**config.mk**
```make
export PLATFORM = sky130hd
export DESIGN_NAME = lbist_go_nogo_ctrl
export DESIGN_NICKNAME = d
export VERILOG_FILES = /design/src/rtl/lbist_go_nogo_ctrl.sv
export SDC_FILE = /design/constraint.sdc
export NUM_CORES = 1
export LEC_CHECK = 0
export ABC_AREA = 1
export CAP_MARGIN = 20
export CELL_PAD_IN_SITES_DETAIL_PLACEMENT = 1
export CELL_PAD_IN_SITES_GLOBAL_PLACEMENT = 1
export CORE_ASPECT_RATIO = 1.4
export CORE_MARGIN = 1
export CORE_UTILIZATION = 29
export CTS_BUF_LIST = sky130_fd_sc_hd__clkbuf_8
export DETAILED_ROUTE_END_ITERATION = 16
export DONT_BUFFER_PORTS = 1
export PLACE_DENSITY = 0.61
export SLEW_MARGIN = 20
export SYNTH_ARGS = -nofsm -noshare
export SYNTH_HDL_FRONTEND = slang
export SYNTH_SLANG_ARGS = --single-unit
```
**constraint.sdc**
```tcl
create_clock -name clk_i -period 2.1 [get_ports clk_i]
set_input_delay 0.42 -clock clk_i [delete_from_list [all_inputs] [get_ports clk_i]]
set_output_delay 0.42 -clock clk_i [all_outputs]
set_load 0.01 [all_outputs]
```
**src/rtl/lbist_go_nogo_ctrl.sv**
```systemverilog
// Logic-BIST go/no-go controller: LFSR-driven scan load, capture pulses, MISR
// compaction of scan-out and a final compare against a golden signature.
module lbist_go_nogo_ctrl #(
   parameter int          SCAN_CHAINS = 2,
   parameter int          CHAIN_LEN   = 4,
   parameter int          N_PATTERNS  = 2,
   parameter logic [31:0] LFSR_SEED   = 32'hACE1_0001,
   parameter logic [31:0] GOLDEN_SIG  = 32'h0
) (
   input  logic                   clk_i,
   input  logic                   rst_i,
   input  logic                   start_i,
   output logic                   scan_en_o,
   output logic                   test_mode_o,
   output logic [SCAN_CHAINS-1:0] scan_in_o,
   input  logic [SCAN_CHAINS-1:0] scan_out_i,
   output logic                   done_o,
   output logic                   go_nogo_o,
   output logic [31:0]            signature_o
);

   typedef enum logic [2:0] {IDLE, INIT, SHIFT, CAPTURE, COMPARE, DONE} state_t;

   localparam int          SC_W      = $clog2(CHAIN_LEN);
   localparam int          PC_W      = $clog2(N_PATTERNS + 1);
   localparam logic [31:0] MISR_POLY = 32'h0040_0007;

   state_t            state;
   logic [31:0]       lfsr;
   logic [31:0]       misr;
   logic [SC_W-1:0]   shift_cnt;
   logic [PC_W-1:0]   pat_cnt;

   // Fibonacci form of x^32 + x^22 + x^2 + x + 1
   function automatic logic [31:0] lfsr_next(input logic [31:0] cur);
      return {cur[30:0], cur[31] ^ cur[21] ^ cur[1] ^ cur[0]};
   endfunction

   function automatic logic [31:0] misr_next(input logic [31:0] cur,
                                             input logic [SCAN_CHAINS-1:0] so);
      return {cur[30:0], 1'b0} ^ (cur[31] ? MISR_POLY : 32'h0) ^ 32'(so);
   endfunction

   assign scan_in_o   = lfsr[SCAN_CHAINS-1:0];
   assign signature_o = misr;

   always_ff @(posedge clk_i) begin
      if (rst_i) begin
         state       <= IDLE;
         scan_en_o   <= 1'b0;
         test_mode_o <= 1'b0;
         done_o      <= 1'b0;
         go_nogo_o   <= 1'b0;
         misr        <= 32'h0;
         lfsr        <= LFSR_SEED;
         shift_cnt   <= '0;
         pat_cnt     <= '0;
      end else begin
         case (state)
            IDLE, DONE: begin
               if (start_i) begin
                  state       <= INIT;
                  test_mode_o <= 1'b1;
                  done_o      <= 1'b0;
                  go_nogo_o   <= 1'b0;
               end
            end
            INIT: begin
               lfsr      <= LFSR_SEED;
               misr      <= 32'h0;
               shift_cnt <= '0;
               pat_cnt   <= '0;
               scan_en_o <= 1'b1;
               state     <= SHIFT;
            end
            SHIFT: begin
               lfsr <= lfsr_next(lfsr);
               // the first load window shifts out unknown chain contents
               if (pat_cnt != '0)
                  misr <= misr_next(misr, scan_out_i);
               if (shift_cnt == SC_W'(CHAIN_LEN - 1)) begin
                  shift_cnt <= '0;
                  if (pat_cnt < PC_W'(N_PATTERNS)) begin
                     scan_en_o <= 1'b0;
                     state     <= CAPTURE;
                  end else begin
                     scan_en_o <= 1'b0;
                     state     <= COMPARE;
                  end
               end else begin
                  shift_cnt <= shift_cnt + SC_W'(1);
               end
            end
            CAPTURE: begin
               pat_cnt   <= pat_cnt + PC_W'(1);
               shift_cnt <= '0;
               scan_en_o <= 1'b1;
               state     <= SHIFT;
            end
            COMPARE: begin
               go_nogo_o   <= (misr == GOLDEN_SIG);
               done_o      <= 1'b1;
               test_mode_o <= 1'b0;
               state       <= DONE;
            end
            default: state <= IDLE;
         endcase
      end
   end

endmodule
```
# After elaboration in Yosys (flattened, before gate mapping)
# Cells that the tools add are included.
dict set report op_classes {
  n_addsub 2
  order_cmp 1
  n_eq_ne 9
  n_mux 18
  bitwise 5
  reduce_logical 13
}
# operator count
set ops {}
lappend ops {{32-bit case mux with 2 select lines} 2}
lappend ops {{32-bit zero test} 1}
lappend ops {{32-bit two-way mux} 1}
lappend ops {{32-bit by 2-bit bitwise XOR with 32-bit output} 1}
lappend ops {{32-bit by 23-bit bitwise XOR with 32-bit output} 1}
lappend ops {{23-bit two-way mux} 1}
lappend ops {{3-bit case mux with 4 select lines} 1}
lappend ops {{2-bit nonzero test} 5}
lappend ops {{3-bit two-way mux} 3}
lappend ops {{1-bit case mux with 2 select lines} 4}
lappend ops {{2-bit case mux with 2 select lines} 2}
lappend ops {{2-bit AND reduction} 4}
lappend ops {{3-bit by 2-bit equality test with 1-bit output (second input constant)} 2}
lappend ops {{3-bit equality test (second input constant)} 2}
lappend ops {{2-bit inequality test (second input constant)} 3}
lappend ops {{2-bit by 1-bit adder with 2-bit output (second input constant)} 2}
lappend ops {{2-bit OR reduction} 2}
lappend ops {{3-bit by 1-bit equality test with 1-bit output (second input constant)} 1}
lappend ops {{3-bit zero test} 1}
lappend ops {{1-bit two-way mux} 3}
lappend ops {{1-bit bitwise XOR} 3}
lappend ops {{2-bit equality test (second input constant)} 1}
lappend ops {{2-bit less-than comparator (second input constant)} 1}
lappend ops {{2-bit two-way mux} 1}
dict set report totals {
  ff_bits 75
  in_bits 5
  out_inout_bits 38
  word_cells 57
}

# Depth between registers and ports, before layout
dict set report logic_depth {
  word_depth 5
  mapped_depth 10
  depth_no_buf 9
}

# Worst setup path after synthesis
# No wires, ideal clock.
dict set report synth_path {
  path_type {reg2reg}
  startpoint {reg state[1]}
  endpoint {reg lfsr[17]}
  setup_time_ns 0.126
  t_arrival_ns 1.128
  required_ns 1.974
  slack_ns 0.846
  path_stages_with_launch 10
  path_buffers 2
  period_less_slack_ns 1.254
  cell_sequence {dfxtp_1 -> inv_2 -> nor2_2 -> nand2_4 -> nand2_4 -> inv_2 -> buf_6 -> buf_6 -> nand3_1 -> o21ai_0}
}
dict set report synth_via {
  elab_chain_len 2
  elab_cells_between_ends 4
  cone_classes {eq/ne: 2; mux: 1; reduce/logical: 1}
}
# element line_no
set synth_rtl {}
lappend synth_rtl {{start: declaration} 28} ;# state_t state;
lappend synth_rtl {{start signal: assignment} 49} ;# state <= IDLE;
lappend synth_rtl {{start signal: assignment} 62} ;# state <= INIT;
lappend synth_rtl {{start signal: assignment} 74} ;# state <= SHIFT;
lappend synth_rtl {{3-bit by 2-bit equality test with 1-bit output or 3-bit by 1-bit equality test with 1-bit output (tied branches)} 59} ;# case (state)
lappend synth_rtl {{32-bit case mux with 2 select lines or 2-bit nonzero test (tied branches)} --}
lappend synth_rtl {{end signal: assignment} 77} ;# lfsr <= lfsr_next(lfsr);
lappend synth_rtl {{end: declaration} 29} ;# logic [31:0] lfsr;
# Several ways; a longest one is shown, not always the timed one.
# A chain may end at the register's enable or synchronous reset.

# Worst setup path in the final report
dict set report layout_path {
  startpoint {reg state[0]}
  endpoint {reg lfsr[27]}
}
# Same word-level chain as after synthesis.

==> impl_metrics.env <==
export IMPL_cts_repair_resized=0
export IMPL_whs_ns=0.133
export IMPL_setup_viol=0
export IMPL_cp_start_kind="flop"
export IMPL_grt_overflow_total=0
export IMPL_grt_use_total_pct=14.5
export IMPL_drt_first_pass_iters=6
export IMPL_critPathKind="reg2reg"
export IMPL_clock_skew_ns=0.0134
export IMPL_antenna_found_initial=0
export IMPL_dp_hpwl_um=4900
export IMPL_cts_root_buf="clkbuf_8"
export IMPL_vias=2648
export IMPL_postCtsHoldBufs=0
export IMPL_setup_tns_ns=0
export IMPL_cts_max_path_buffers=2
export IMPL_worst_ep_required_time_ns=2.35
export IMPL_areaGrowthSynthToFinish_pct=8.62
export IMPL_synth_cell_type_count=26
export IMPL_synth_edf_count=0
export IMPL_relSlewSlack_pct=68.3
export IMPL_rsz0062_at_grt="no"
export IMPL_synth_area_um2=3080
export IMPL_wl_um=7420
export IMPL_status="finished, final reports clean"
export IMPL_hold_viol_final=0
export IMPL_async_flop_share_pct=0
export IMPL_max_clock_freq_mhz=644
export IMPL_io_pins=43
export IMPL_worst_pin_slew_ns=0.475
export IMPL_ff2ff_setup_slack_ns=0.55
export IMPL_die_w_um=89.1
export IMPL_grt_pass1_vias=2745
export IMPL_via_per_inst=4.89
export IMPL_h_tree_depth=3
export IMPL_drive_gt1_share_pct=8.91
export IMPL_finalMaxSlewViolations=0
export IMPL_syn_area_per_cell_um2=7.54
export IMPL_finalCriticalPeriod_ns=1.55
export IMPL_pwr_density_cell_nw_per_um2=1090
export IMPL_place_congestion=0.709
export IMPL_insertion_delay_ns=0.36
export IMPL_hold_depth=1
export IMPL_synth_flop_cell="dfxtp_1"
export IMPL_cts_buffers=9
export IMPL_port_buffer_count=0
export IMPL_dr_first_iter_drc_count=59
export IMPL_fin_crit_sh_pct=74.0
export IMPL_endpoint_kind="flop"
export IMPL_die_h_um=124
export IMPL_hp_class="in2reg"
export IMPL_core_um2=10300
export IMPL_ant_nets=0
export IMPL_synth_seq_area_share_pct=48.8
export IMPL_ys_warn_count=0
export IMPL_antenna_cells=0
export IMPL_cts_tree="built"
export IMPL_total_power_mw=3.64
export IMPL_synth_nets=415
export IMPL_die_area_um2=11000
export IMPL_grt_first_pass_wirelength_um=12300
export IMPL_p_leak_nw=1.25
export IMPL_nets=406
export IMPL_num_rows=44
export IMPL_syn_inst=408
export IMPL_irDropWorstVdd_mv=0.299
export IMPL_cp_max_fo=29
export IMPL_maxCapViolations=0
export IMPL_clock_sinks=75
export IMPL_grt_max_degree=60
export IMPL_start_util_pct=29.7
export IMPL_post_cts_buffers=0
export IMPL_ff2ff_path_depth=7
export IMPL_avgRoutedWirePerCell_um=13.7
export IMPL_synth_seq_cells=75
export IMPL_cp_arrival_ns=1.81
export IMPL_drc=0
export IMPL_cts_reportedPaths_clkPinSlew_ns=0.08
logic make-up (layout without fill, tap and decap cells):
family | Yosys count | count (layout) | synth area share, %
buffers and inverters | 55 | 51 | 8.66
adder cells (fa/ha/maj) | 2 | 2 | 0.813
XOR/XNOR | 3 | 3 | 0.854
AO/OA/AOI/OAI | 75 | 75 | 12.7
flip-flops | 75 | 75 | 48.8
AND/OR/NAND/NOR | 198 | 198 | 28.2
routing by layer:
metal	wire length (um)	track usage, %	vias to the layer above
met5	0	0	-
met4	219	8.83	0
met3	372	3.05	15
met2	3700	26.1	46
met1	3130	15.1	1285
li1	-	-	1302
layout by cell type (no fill, tap or decap), drive strengths merged, types with 2 or more instances in the layout:
| cell | n |
|---|---|
| nand2 | 106 |
| nor2 | 31 |
| dfxtp | 75 |
| ha | 2 |
| clkbuf | 10 |
| nor3 | 2 |
| nand3 | 56 |
| xor2 | 3 |
| buf | 5 |
| o21ai | 18 |
| inv | 33 |
| a21oi | 55 |
synth_stat cells, types with 3 or more instances:
master | n | area share, %
a21oi_1 | 52 | 8.5
a21oi_2 | 3 | 0.85
buf_2 | 4 | 0.65
buf_4 | 10 | 2.4
clkbuf_1 | 9 | 1.1
dfxtp_1 | 75 | 49
inv_1 | 26 | 3.2
inv_2 | 3 | 0.37
nand2_1 | 101 | 12
nand2_4 | 4 | 1.5
nand3_1 | 56 | 9.1
nor2_1 | 29 | 3.5
o21ai_0 | 18 | 2.9
xor2_1 | 3 | 0.85
worst paths after layout:
check | end | startpoint
worst max register to register | lfsr[27] | state[0]
worst min register to register | lfsr[15] | lfsr[14]
worst min-delay path | signature_o[6] | rst_i
worst max-delay path | lfsr[27] | state[0]
flip-flops by register name, indices dropped and copies added, names as in the netlist:
name / flops
scan_en_o: 1
go_nogo_o: 1
signature_o: 32
test_mode_o: 1
done_o: 1
lfsr: 32
shift_cnt: 2
state: 3
pat_cnt: 2
layout make-up:
class                   count  area (um2)
clock buffers              10         138
flip-flops and latches     75        1500
multi-input cells         278        1310
well taps                 138         173
fillers                  1333        7010
inverters                  30         115
clock inverters             6        63.8
repair buffers              5        37.5
through the flow:
step / cells / util [%] / setup WS [ns] / cell area (um2)
detailed placement: 526 / 30.3 / 0.510 / 3140
CTS: 542 / 32.3 / 0.498 / 3340
global route: 542 / 32.3 / 0.349 / 3340
floorplan: 408 / - / 0.846 / 3080
global placement: 526 / 30.3 / 0.581 / 3140
finish: 542 / 32.3 / 0.547 / 3340
worst max-delay path, cell delays in order (launching register included):
cell     delay [ns]
dfxtp_1        0.49
nor2_2         0.10
nand2_4        0.14
nand2_4        0.07
inv_2          0.36
nand3_1        0.12
o21ai_0        0.10
inv_1          0.05
where the power goes:
group          switching (mW)  total, mW  internal (mW)
registers               0.114       1.68           1.56
logic                   0.607      0.820          0.213
clock network           0.559       1.14          0.584
(Power assumes the default switching activity.)
